File: src/rtl/clock_set_ctrl_if.sv
// Bus between the clock set controller and its surroundings: timebase
// ticks, counter status, buttons in; count enables, increments, clear,
// blink selects and mode out.
interface clock_set_ctrl_if;
  logic       tick_1hz;
  logic       tick_8hz;
  logic       sec_max;
  logic       min_max;
  logic       btn_mode;
  logic       btn_inc;
  logic       sec_cen;
  logic       min_cen;
  logic       hr_cen;
  logic       min_inc;
  logic       hr_inc;
  logic       sec_clr;
  logic       blink_hr;
  logic       blink_min;
  logic [1:0] mode;

  // Environment side: drives ticks/buttons/status, observes controls.
  modport master (
    output tick_1hz, tick_8hz, sec_max, min_max, btn_mode, btn_inc,
    input  sec_cen, min_cen, hr_cen, min_inc, hr_inc, sec_clr,
           blink_hr, blink_min, mode
  );

  // Controller side.
  modport slave (
    input  tick_1hz, tick_8hz, sec_max, min_max, btn_mode, btn_inc,
    output sec_cen, min_cen, hr_cen, min_inc, hr_inc, sec_clr,
           blink_hr, blink_min, mode
  );
endinterface

File: src/rtl/clock_set_ctrl.sv
// Mode and sequencing controller for the hour/minute/second counter chain.
// RUN cascades the 1 Hz tick into count enables; SET_HR / SET_MIN freeze
// time and turn the set button into increment pulses with hold-to-repeat,
// while blinking the selected digits. Every output is a register.
module clock_set_ctrl #(
  parameter int unsigned REPEAT_DLY  = 8,
  parameter int unsigned REPEAT_RATE = 2,
  parameter int unsigned BLINK_DIV   = 4
) (
  input  logic             clk,
  input  logic             rst,
  clock_set_ctrl_if.slave  bus
);

  typedef enum logic [1:0] {
    ST_RUN     = 2'd0,
    ST_SET_HR  = 2'd1,
    ST_SET_MIN = 2'd2
  } state_e;

  localparam logic [7:0] DLY8  = 8'(REPEAT_DLY);
  localparam logic [7:0] RATE8 = 8'(REPEAT_RATE);
  localparam logic [7:0] DIV8  = 8'(BLINK_DIV);

  state_e     state_q, state_d;
  logic       btn_inc_q, btn_inc_d;       // button level one cycle ago
  logic       rpt_arm_q, rpt_arm_d;       // a press in this mode is being held
  logic       rpt_active_q, rpt_active_d; // initial delay done, now repeating
  logic [7:0] rpt_cnt_q, rpt_cnt_d;
  logic       blink_phase_q, blink_phase_d;
  logic [7:0] blink_cnt_q, blink_cnt_d;

  logic sec_cen_q, sec_cen_d;
  logic min_cen_q, min_cen_d;
  logic hr_cen_q, hr_cen_d;
  logic min_inc_q, min_inc_d;
  logic hr_inc_q, hr_inc_d;
  logic sec_clr_q, sec_clr_d;
  logic blink_hr_q, blink_hr_d;
  logic blink_min_q, blink_min_d;

  logic       state_change;
  logic       in_set;
  logic       inc_rise;
  logic       rpt_evt;
  logic       inc_evt;
  logic [7:0] rpt_cnt_inc;
  logic [7:0] blink_cnt_inc;

  // Next-state, repeat/blink counters and next output values.
  always_comb begin
    // NOTE: every signal gets a default first so no path leaves it unassigned,
    // which would otherwise infer a latch.
    state_d       = state_q;
    btn_inc_d     = bus.btn_inc;
    rpt_arm_d     = rpt_arm_q;
    rpt_active_d  = rpt_active_q;
    rpt_cnt_d     = rpt_cnt_q;
    blink_phase_d = blink_phase_q;
    blink_cnt_d   = blink_cnt_q;
    rpt_evt       = 1'b0;

    state_change = bus.btn_mode;
    in_set       = (state_q != ST_RUN);
    inc_rise     = bus.btn_inc & ~btn_inc_q;

    // Counters saturate rather than wrap if a match is ever missed.
    rpt_cnt_inc   = (rpt_cnt_q   == 8'hFF) ? 8'hFF : rpt_cnt_q   + 8'd1;
    blink_cnt_inc = (blink_cnt_q == 8'hFF) ? 8'hFF : blink_cnt_q + 8'd1;

    if (state_change) begin
      unique case (state_q)
        ST_RUN:     state_d = ST_SET_HR;
        ST_SET_HR:  state_d = ST_SET_MIN;
        ST_SET_MIN: state_d = ST_RUN;
        default:    state_d = ST_RUN;
      endcase
    end

    // Hold-to-repeat: a held button only repeats if it was pressed in the
    // current mode, so a mode change disarms it until the next press.
    if (state_change || !bus.btn_inc) begin
      rpt_arm_d    = 1'b0;
      rpt_active_d = 1'b0;
      rpt_cnt_d    = 8'd0;
    end else if (inc_rise) begin
      rpt_arm_d    = 1'b1;
      rpt_active_d = 1'b0;
      rpt_cnt_d    = 8'd0;
    end else if (rpt_arm_q && bus.tick_8hz) begin
      if (!rpt_active_q && rpt_cnt_inc == DLY8) begin
        rpt_evt      = 1'b1;
        rpt_active_d = 1'b1;
        rpt_cnt_d    = 8'd0;
      end else if (rpt_active_q && rpt_cnt_inc == RATE8) begin
        rpt_evt   = 1'b1;
        rpt_cnt_d = 8'd0;
      end else begin
        rpt_cnt_d = rpt_cnt_inc;
      end
    end

    // A mode change in the same cycle swallows the increment.
    inc_evt = (inc_rise | rpt_evt) & ~state_change;

    // Blink restarts visible on every mode change and on every increment.
    if (state_change || (inc_evt && in_set)) begin
      blink_phase_d = 1'b0;
      blink_cnt_d   = 8'd0;
    end else if (bus.tick_8hz) begin
      if (blink_cnt_inc == DIV8) begin
        blink_phase_d = ~blink_phase_q;
        blink_cnt_d   = 8'd0;
      end else begin
        blink_cnt_d = blink_cnt_inc;
      end
    end

    sec_cen_d   = (state_q == ST_RUN) & bus.tick_1hz;
    min_cen_d   = (state_q == ST_RUN) & bus.tick_1hz & bus.sec_max;
    hr_cen_d    = (state_q == ST_RUN) & bus.tick_1hz & bus.sec_max & bus.min_max;
    hr_inc_d    = inc_evt & (state_q == ST_SET_HR);
    min_inc_d   = inc_evt & (state_q == ST_SET_MIN);
    sec_clr_d   = state_change & (state_q == ST_SET_MIN);
    blink_hr_d  = blink_phase_d & (state_d == ST_SET_HR);
    blink_min_d = blink_phase_d & (state_d == ST_SET_MIN);
  end

  // State and registered outputs; reset aborts any set operation silently.
  // NOTE: reset is asynchronous (in the sensitivity list) so outputs drop
  // immediately, without waiting for a clock edge.
  always_ff @(posedge clk or posedge rst) begin
    if (rst) begin
      state_q       <= ST_RUN;
      btn_inc_q     <= 1'b0;
      rpt_arm_q     <= 1'b0;
      rpt_active_q  <= 1'b0;
      rpt_cnt_q     <= 8'd0;
      blink_phase_q <= 1'b0;
      blink_cnt_q   <= 8'd0;
      sec_cen_q     <= 1'b0;
      min_cen_q     <= 1'b0;
      hr_cen_q      <= 1'b0;
      min_inc_q     <= 1'b0;
      hr_inc_q      <= 1'b0;
      sec_clr_q     <= 1'b0;
      blink_hr_q    <= 1'b0;
      blink_min_q   <= 1'b0;
    end else begin
      // NOTE: non-blocking assignments so every flop samples the old values.
      state_q       <= state_d;
      btn_inc_q     <= btn_inc_d;
      rpt_arm_q     <= rpt_arm_d;
      rpt_active_q  <= rpt_active_d;
      rpt_cnt_q     <= rpt_cnt_d;
      blink_phase_q <= blink_phase_d;
      blink_cnt_q   <= blink_cnt_d;
      sec_cen_q     <= sec_cen_d;
      min_cen_q     <= min_cen_d;
      hr_cen_q      <= hr_cen_d;
      min_inc_q     <= min_inc_d;
      hr_inc_q      <= hr_inc_d;
      sec_clr_q     <= sec_clr_d;
      blink_hr_q    <= blink_hr_d;
      blink_min_q   <= blink_min_d;
    end
  end

  assign bus.sec_cen   = sec_cen_q;
  assign bus.min_cen   = min_cen_q;
  assign bus.hr_cen    = hr_cen_q;
  assign bus.min_inc   = min_inc_q;
  assign bus.hr_inc    = hr_inc_q;
  assign bus.sec_clr   = sec_clr_q;
  assign bus.blink_hr  = blink_hr_q;
  assign bus.blink_min = blink_min_q;
  assign bus.mode      = state_q;

endmodule

File: src/flat_wrapper.sv
// flat-port wrapper written by rule: the top's interface ports become plain ports
module clock_set_ctrl_flat 
#(
  parameter int unsigned REPEAT_DLY  = 8,
  parameter int unsigned REPEAT_RATE = 2,
  parameter int unsigned BLINK_DIV   = 4
)
  (clk, rst, bus_tick_1hz, bus_tick_8hz, bus_sec_max, bus_min_max, bus_btn_mode, bus_btn_inc, bus_sec_cen, bus_min_cen, bus_hr_cen, bus_min_inc, bus_hr_inc, bus_sec_clr, bus_blink_hr, bus_blink_min, bus_mode);
  clock_set_ctrl_if bus_i ();
  input  logic clk;
  input  logic rst;
  input wire logic [$bits(bus_i.tick_1hz)-1:0] bus_tick_1hz;
  input wire logic [$bits(bus_i.tick_8hz)-1:0] bus_tick_8hz;
  input wire logic [$bits(bus_i.sec_max)-1:0] bus_sec_max;
  input wire logic [$bits(bus_i.min_max)-1:0] bus_min_max;
  input wire logic [$bits(bus_i.btn_mode)-1:0] bus_btn_mode;
  input wire logic [$bits(bus_i.btn_inc)-1:0] bus_btn_inc;
  output wire logic [$bits(bus_i.sec_cen)-1:0] bus_sec_cen;
  output wire logic [$bits(bus_i.min_cen)-1:0] bus_min_cen;
  output wire logic [$bits(bus_i.hr_cen)-1:0] bus_hr_cen;
  output wire logic [$bits(bus_i.min_inc)-1:0] bus_min_inc;
  output wire logic [$bits(bus_i.hr_inc)-1:0] bus_hr_inc;
  output wire logic [$bits(bus_i.sec_clr)-1:0] bus_sec_clr;
  output wire logic [$bits(bus_i.blink_hr)-1:0] bus_blink_hr;
  output wire logic [$bits(bus_i.blink_min)-1:0] bus_blink_min;
  output wire logic [$bits(bus_i.mode)-1:0] bus_mode;
  assign bus_i.tick_1hz = bus_tick_1hz;
  assign bus_i.tick_8hz = bus_tick_8hz;
  assign bus_i.sec_max = bus_sec_max;
  assign bus_i.min_max = bus_min_max;
  assign bus_i.btn_mode = bus_btn_mode;
  assign bus_i.btn_inc = bus_btn_inc;
  assign bus_sec_cen = bus_i.sec_cen;
  assign bus_min_cen = bus_i.min_cen;
  assign bus_hr_cen = bus_i.hr_cen;
  assign bus_min_inc = bus_i.min_inc;
  assign bus_hr_inc = bus_i.hr_inc;
  assign bus_sec_clr = bus_i.sec_clr;
  assign bus_blink_hr = bus_i.blink_hr;
  assign bus_blink_min = bus_i.blink_min;
  assign bus_mode = bus_i.mode;
  clock_set_ctrl #(.REPEAT_DLY(REPEAT_DLY), .REPEAT_RATE(REPEAT_RATE), .BLINK_DIV(BLINK_DIV)) u_core (.clk(clk), .rst(rst), .bus(bus_i));
endmodule
File: config.mk
export PLATFORM = sky130hd
export DESIGN_NAME = clock_set_ctrl_flat
export DESIGN_NICKNAME = d
export VERILOG_FILES = /design/src/rtl/clock_set_ctrl_if.sv /design/src/rtl/clock_set_ctrl.sv /design/src/flat_wrapper.sv
export SDC_FILE = /design/constraint.sdc
export NUM_CORES = 1
export LEC_CHECK = 0
export CORE_UTILIZATION = 25
export CTS_CLUSTER_DIAMETER = 150
export CTS_CLUSTER_SIZE = 24
export DETAILED_ROUTE_END_ITERATION = 12
export DONT_BUFFER_PORTS = 1
export PLACE_DENSITY_LB_ADDON = 0.05
export SKIP_CTS_REPAIR_TIMING = 1
export SLEW_MARGIN = 20
export SYNTH_ARGS = -nofsm -noshare
export SYNTH_HDL_FRONTEND = slang
export SYNTH_SLANG_ARGS = --single-unit
File: constraint.sdc
create_clock -name clk -period 6.7 [get_ports clk]
set_clock_uncertainty 0.2 [all_clocks]
set_input_delay 0 -clock clk [delete_from_list [all_inputs] [get_ports clk]]
set_output_delay 0 -clock clk [all_outputs]
set_load 0.01 [all_outputs]
==> impl_metrics.py, run 1 <==
metrics = {
    "global_routing": {
        "antenna_found_initial": 0,
        "track_usage": 0.113,
        "grt_overflow": 0,
        "grt_max_degree": 31,
        "grt_pass1_vias": 1242,
        "grt_first_pass_wirelength_um": 6200,
    },
    "layout": {
        "final_cell_mix": "dfrtp_1, nor2_1, nand2_1, o21ai_0",
        "nets": 194,
        "drive_above_1_share": 0.0874,
        "fin_cells": 260,
        "final_common_cell": "dfrtp_1",
        "final_area_mm2": 0.00188,
        "num_antenna_cells": 0,
        "area_growth_pct": 14.3,
    },
    "placement": {
        "placed_cells": 246,
        "dpl-instance-area_mm2": 0.00172,
        "io_buffers": 0,
        "place.gp.congestion": 0.750,
        "place_ws_ns": 4.20,
        "place_hpwl_um": 2600,
    },
    "timing": {
        "setup_ws_ns": 4.21,
        "finalSetupTns_ns": 0,
        "max_freq_mhz": 402,
        "finalMaxSlewViolations": 0,
        "setup_viol": 0,
        "tightestPinTransition_ns": 0.452,
        "relSlewSlack": 0.690,
        "whs_ns": -0.0122,
        "hold_viol": 8,
        "rsz0062_at_grt": "false",
        "min_period_ns": 2.49,
        "post-route-period-util": 0.371,
    },
    "clock_network": {
        "cts_root_buffer": "clkbuf_8",
        "path_clk_slew_ns": 0.06,
        "cts_sinks": 30,
        "cts_tree": "yes",
        "cts.htree.levels": 2,
        "insertion_delay_ns": 0.27,
        "numCtsBuffers": 5,
        "cts_buffer_depth": 2,
    },
    "routing": {
        "drt-pass1-iter-count": 4,
        "postRouteAntennaNets": 0,
        "vias": 1303,
        "wire_per_inst_um": 14.2,
        "totalWireLength_um": 3700,
        "drt_iter0_drc": 25,
        "drc": 0,
        "vias_per_cell": 5.01,
    },
    "yosys": {
        "synth-simple-area-share": 0.299,
        "synth-edff-count": 0,
        "synthDistinctLibCells": 42,
        "yosys_register_bits": 30,
        "synth_area_per_cell_um2": 9.46,
        "synth_area_mm2": 0.00165,
        "synth_ff_type": "dfrtp_1",
        "seq_area_frac_synth": 0.456,
        "synth-xor-area-share": 0.0160,
        "synth.mux.area_fraction": 0.0433,
        "synth_compound_area_frac": 0.143,
        "synthCells": 174,
        "yosys_warnings": 0,
        "synth-async-reset-ratio": 1.00,
        "synth_nets": 184,
        "synth_fa_ha_area_frac": 0.0152,
        "synth_top_family_by_area": "simple AND/OR/NAND/NOR gates",
    },
    "status": {
        "violations": "hold timing",
        "status": "finished with violations",
    },
    "worst_hold_path": {
        "hold_depth": 2,
        "hp-class": "in2reg",
        "hold_end": "u_core.blink_cnt_q[3]$_DFFE_PP0P_",
        "hp-start": "bus_btn_mode",
    },
    "setup_path": {
        "crit_path_end_kind": "register",
        "cp.arrival_ns": 2.43,
        "timing.rr.start": "u_core.rpt_cnt_q[0]$_DFFE_PP0P_",
        "critical_path_class": "reg2reg",
        "start_kind": "register",
        "rrSetupSlack_ns": 4.21,
        "ff2ff_path_depth": 7,
        "rr_endpoint": "u_core.blink_cnt_q[2]$_DFFE_PP0P_",
        "cp_max_fo": 11,
        "worstPathRequired_ns": 6.64,
    },
    "run": {
        "drv_cap": 0,
    },
    "floorplan": {
        "num_rows": 29,
        "fp.dieW_um": 83.2,
        "io_pins": 18,
        "coreArea_mm2": 0.00635,
        "fp.dieArea_mm2": 0.00691,
        "initial_core_util": 0.259,
        "dieHeight_um": 83.2,
    },
    "pwr": {
        "vdd_ir_drop_max_uv": 97.8,
        "cellLeakagePower_nw": 0.812,
        "p_per_area_mw_per_mm2": 215,
    },
}
==> sequential cells by signal, indices dropped and copies added, names as in the netlist <==
| signal | cells |
|---|---|
| u_core.blink_cnt_q | 8 |
| u_core.blink_phase_q | 1 |
| u_core.btn_inc_q | 1 |
| u_core.bus.blink_hr | 1 |
| u_core.bus.blink_min | 1 |
| u_core.bus.hr_cen | 1 |
| u_core.bus.hr_inc | 1 |
| u_core.bus.min_cen | 1 |
| u_core.bus.min_inc | 1 |
| u_core.bus.mode | 2 |
| u_core.bus.sec_cen | 1 |
| u_core.bus.sec_clr | 1 |
| u_core.rpt_active_q | 1 |
| u_core.rpt_arm_q | 1 |
| u_core.rpt_cnt_q | 8 |
==> stage by stage <==
stage | util | power (W)
after floorplan | - | 0.000251
after global routing | 0.296 | 0.000429
after global placement | 0.271 | 0.000263
final | 0.296 | 0.000404
after detailed placement | 0.271 | 0.000263
after CTS | 0.284 | 0.000407
==> final cells by class <==
| type | count | area [µm²] |
|---|---|---|
| clock buffers | 6 | 82.6 |
| multi-input cells | 134 | 850 |
| flip-flops and latches | 30 | 751 |
| fillers | 674 | 4470 |
| well taps | 77 | 96.3 |
| inverters | 4 | 15.0 |
| repair buffers | 9 | 87.6 |
==> worst max path at each step <==
stage	start	to	slack, ns	cells after the start
after floorplan	u_core.rpt_cnt_q[0]$_DFFE_PP0P_	u_core.bus.blink_min$_DFF_PP0_	4.53	8
after global placement	u_core.rpt_cnt_q[0]$_DFFE_PP0P_	u_core.blink_cnt_q[2]$_DFFE_PP0P_	4.26	7
after detailed placement	u_core.rpt_cnt_q[0]$_DFFE_PP0P_	u_core.blink_cnt_q[2]$_DFFE_PP0P_	4.20	7
after CTS	u_core.rpt_cnt_q[0]$_DFFE_PP0P_	u_core.blink_cnt_q[2]$_DFFE_PP0P_	4.20	7
after global routing	u_core.rpt_cnt_q[0]$_DFFE_PP0P_	u_core.bus.blink_hr$_DFF_PP0_	4.01	7
final	u_core.rpt_cnt_q[0]$_DFFE_PP0P_	u_core.blink_cnt_q[2]$_DFFE_PP0P_	4.21	7
==> synth_stat cells (all sizes together), types with 2 or more instances <==
cell type,instances,area (µm²)
nand4,6,43.8
inv,4,15.0
nand2b,2,12.5
and4,2,20.0
a21oi,8,40.0
clkbuf,4,15.0
and3b,2,17.5
nand3,5,25.0
nand2,12,45.0
buf,2,16.3
mux2i,6,60.1
nor4,3,33.8
nand3b,4,30.0
nor3,7,40.0
and2,9,57.6
nor2b,4,25.0
a211o,2,17.5
a31oi,4,25.0
nor2,20,75.1
o21ai,10,50.1
a211oi,4,30.0
and3,6,37.5
dfrtp,30,751
xnor2,2,17.5
nor3b,3,22.5
ha,2,25.0
o21a,2,15.0
==> cells by family after synthesis <==
group,after synthesis
flops,30
simple gates,86
compound gates,36
xor+xnor,3
fa+ha+maj,2
buf+inv,10
mux,7
==> worst max-delay path, stage by stage (launching register included) <==
cell     delay [ns]
dfrtp_1        0.44
ha_1           0.28
and2_1         0.20
o21ai_0        0.23
a32oi_2        0.17
nor4_1         0.30
a211o_1        0.43
nor4_1         0.11
==> per-layer routing <==
layer  GRT usage  vias to the layer above  wire [µm]
li1            -                      653          -
met1       0.151                      631       1790
met2       0.168                       15       1730
met3      0.0358                        4        136
met4      0.0423                        0         40
met5           0                        -          0
==> power by group <==
| group | switching [W] | internal, W |
|---|---|---|
| Combinational | 0.0000298 | 0.0000201 |
| Sequential | 0.0000192 | 0.000194 |
| Clock | 0.0000619 | 0.0000790 |
| Total | 0.000111 | 0.000293 |
(Power assumes the default switching activity.)
==> run 2: changes to the inputs <==
==> constraint.sdc (replaced) <==
create_clock -name clk -period 2.05 [get_ports clk]
set_clock_uncertainty 0.2 [all_clocks]
set_input_delay 0 -clock clk [delete_from_list [all_inputs] [get_ports clk]]
set_output_delay 0 -clock clk [all_outputs]
set_load 0.01 [all_outputs]
==> run 2 against run 1 <==
The flow finishes with violations (setup timing). Largest cell class unchanged. Global-route usage up 0.92 points. Critical path depth is 1 higher. Worst setup slack got worse by 4.3 ns. Critical endpoint unchanged. Die area stayed put. Largest power group unchanged. Routed wire length rose by 12%. Combinational power grew to 5.2 times the previous value.
==> impl_metrics.py, run 2 (synthesized netlist as in run 1, its figures left out) <==
metrics = {
    "worst_hold_path": {
        "hp-class": "in2reg",
        "hold_depth": 3,
        "hp-start": "bus_btn_inc",
        "hold_end": "u_core.blink_cnt_q[0]$_DFFE_PP0P_",
    },
    "placement": {
        "io_buffers": 0,
        "place.gp.congestion": 0.736,
        "place_hpwl_um": 2940,
        "placed_cells": 273,
    },
    "timing": {
        "setup_ws_ns": -0.0987,
        "max_freq_mhz": 465,
        "relSlewSlack": 0.688,
        "setup_viol": 11,
        "min_period_ns": 2.15,
        "post-route-period-util": 1.05,
        "tightestPinTransition_ns": 0.455,
        "hold_viol": 0,
        "rsz0062_at_grt": "true",
        "finalMaxSlewViolations": 0,
    },
    "setup_path": {
        "cp.arrival_ns": 2.14,
        "rr_endpoint": "u_core.blink_cnt_q[2]$_DFFE_PP0P_",
        "crit_path_top_delay_cell": "dfrtp_2",
        "timing.rr.start": "u_core.rpt_cnt_q[0]$_DFFE_PP0P_",
        "rrSetupSlack_ns": -0.1,
        "critical_path_class": "reg2reg",
        "start_kind": "register",
        "ff2ff_path_depth": 8,
        "crit_path_start": "u_core.rpt_cnt_q[0]$_DFFE_PP0P_",
        "crit_path_end_kind": "register",
        "cp_max_fo": 6,
        "crit_chain": "ha_4, and2_4, o21ai_2, a32oi_2, nor4_2, a211o_1, buf_6, nor4_4",
        "worstPathRequired_ns": 2.04,
        "max_stage_delay_ns": 0.41,
    },
    "global_routing": {
        "grt_max_degree": 31,
        "track_usage": 0.122,
        "grt_pass1_vias": 1365,
        "grt_overflow": 0,
        "grt_first_pass_wirelength_um": 6650,
        "antenna_found_initial": 0,
    },
    "layout": {
        "final_util": 0.356,
        "drive_above_1_share": 0.343,
        "final_cell_mix": "buf_4, dfrtp_1, nor2_1, nand2_1, o21ai_0",
        "final_common_cell": "buf_4",
        "area_growth_pct": 37.2,
        "fin_cells": 293,
        "nets": 225,
        "num_antenna_cells": 0,
    },
    "routing": {
        "drt_iter0_drc": 44,
        "drc": 0,
        "vias": 1466,
        "wire_per_inst_um": 14.2,
        "totalWireLength_um": 4150,
        "vias_per_cell": 5.00,
        "drt-pass1-iter-count": 4,
        "postRouteAntennaNets": 0,
    },
    "run": {
        "drv_cap": 0,
    },
    "status": {
        "status": "finished with violations",
        "violations": "setup timing",
    },
    "floorplan": {
        "fp.dieW_um": 83.2,
        "io_pins": 18,
        "dieHeight_um": 83.2,
        "initial_core_util": 0.259,
        "fp.dieArea_mm2": 0.00691,
        "num_rows": 29,
        "coreArea_mm2": 0.00635,
    },
    "pwr": {
        "cellLeakagePower_nw": 0.959,
        "vdd_ir_drop_max_uv": 519,
        "p_per_area_mw_per_mm2": 625,
    },
    "clock_network": {
        "cts_buffer_depth": 2,
        "cts.htree.levels": 2,
        "cts_tree": "yes",
        "cts_sinks": 30,
        "numCtsBuffers": 5,
        "path_clk_slew_ns": 0.06,
        "cts_root_buffer": "clkbuf_8",
        "insertion_delay_ns": 0.28,
    },
}
## run 2: changes by cell type in the layout (fill, tap and decap cells not counted), sizes merged
cell / delta
clkbuf: +1
buf: +31
clkinv: +1
## run 2: how the worst max path moves through the flow
stage,end,slack [ns],depth (start not counted)
2_1_floorplan,u_core.bus.blink_min$_DFF_PP0_,0.003,8
3_3_place_gp,u_core.bus.blink_hr$_DFF_PP0_,-0.15,8
3_5_place_dp,u_core.blink_cnt_q[2]$_DFFE_PP0P_,-0.18,8
4_1_cts,u_core.blink_cnt_q[2]$_DFFE_PP0P_,-0.20,8
5_1_grt,u_core.blink_cnt_q[2]$_DFFE_PP0P_,-0.19,7
6_report,u_core.blink_cnt_q[2]$_DFFE_PP0P_,-0.1,8
## run 2: per-stage QoR
step / hold WS [ns] / power [W] / TNS (ns) / area [µm²] / setup slack (ns)
2_1_floorplan: -0.169 / 0.000820 / 0 / 1670 / 0.00330
5_1_grt: 0.0228 / 0.00150 / -1.85 / 2260 / -0.195
6_report: 0.0135 / 0.00141 / -0.540 / 2260 / -0.0987
4_1_cts: -0.511 / 0.00140 / -1.72 / 2030 / -0.198
3_3_place_gp: -0.212 / 0.000899 / -1.27 / 1940 / -0.146
3_5_place_dp: -0.198 / 0.000901 / -1.53 / 1940 / -0.182
## run 2: cell type report
type	instances	area, µm²
Tap cell	77	96.3
Clock buffer	7	86.3
Sequential cell	30	756
Timing Repair Buffer	40	328
Inverter	4	15.0
Multi-Input combinational cell	134	972
Clock inverter	1	5.00
Fill cell	637	4090
## run 2: routing by layer
layer  track usage  vias to the layer above  part of all wire
li1              -                      712                 -
met1         0.150                      720              0.45
met2         0.197                       29              0.49
met3        0.0408                        5             0.044
met4        0.0470                        0             0.011
met5             0                        -                 0
## run 2: critical path, delay by kind of cell (launching register included)
| kind | cells | cell delay, ns |
|---|---|---|
| flip-flops | 1 | 0.41 |
| AO/OA/AOI/OAI | 3 | 0.67 |
| buffers and inverters | 1 | 0.14 |
| adder cells (fa/ha/maj) | 1 | 0.17 |
| AND/OR/NAND/NOR | 3 | 0.45 |
## run 2: power breakdown
group          switching, W  total [W]  internal, W
clock network      0.000217   0.000487     0.000270
registers         0.0000326   0.000667     0.000634
logic              0.000151   0.000258     0.000107
total              0.000401    0.00141      0.00101
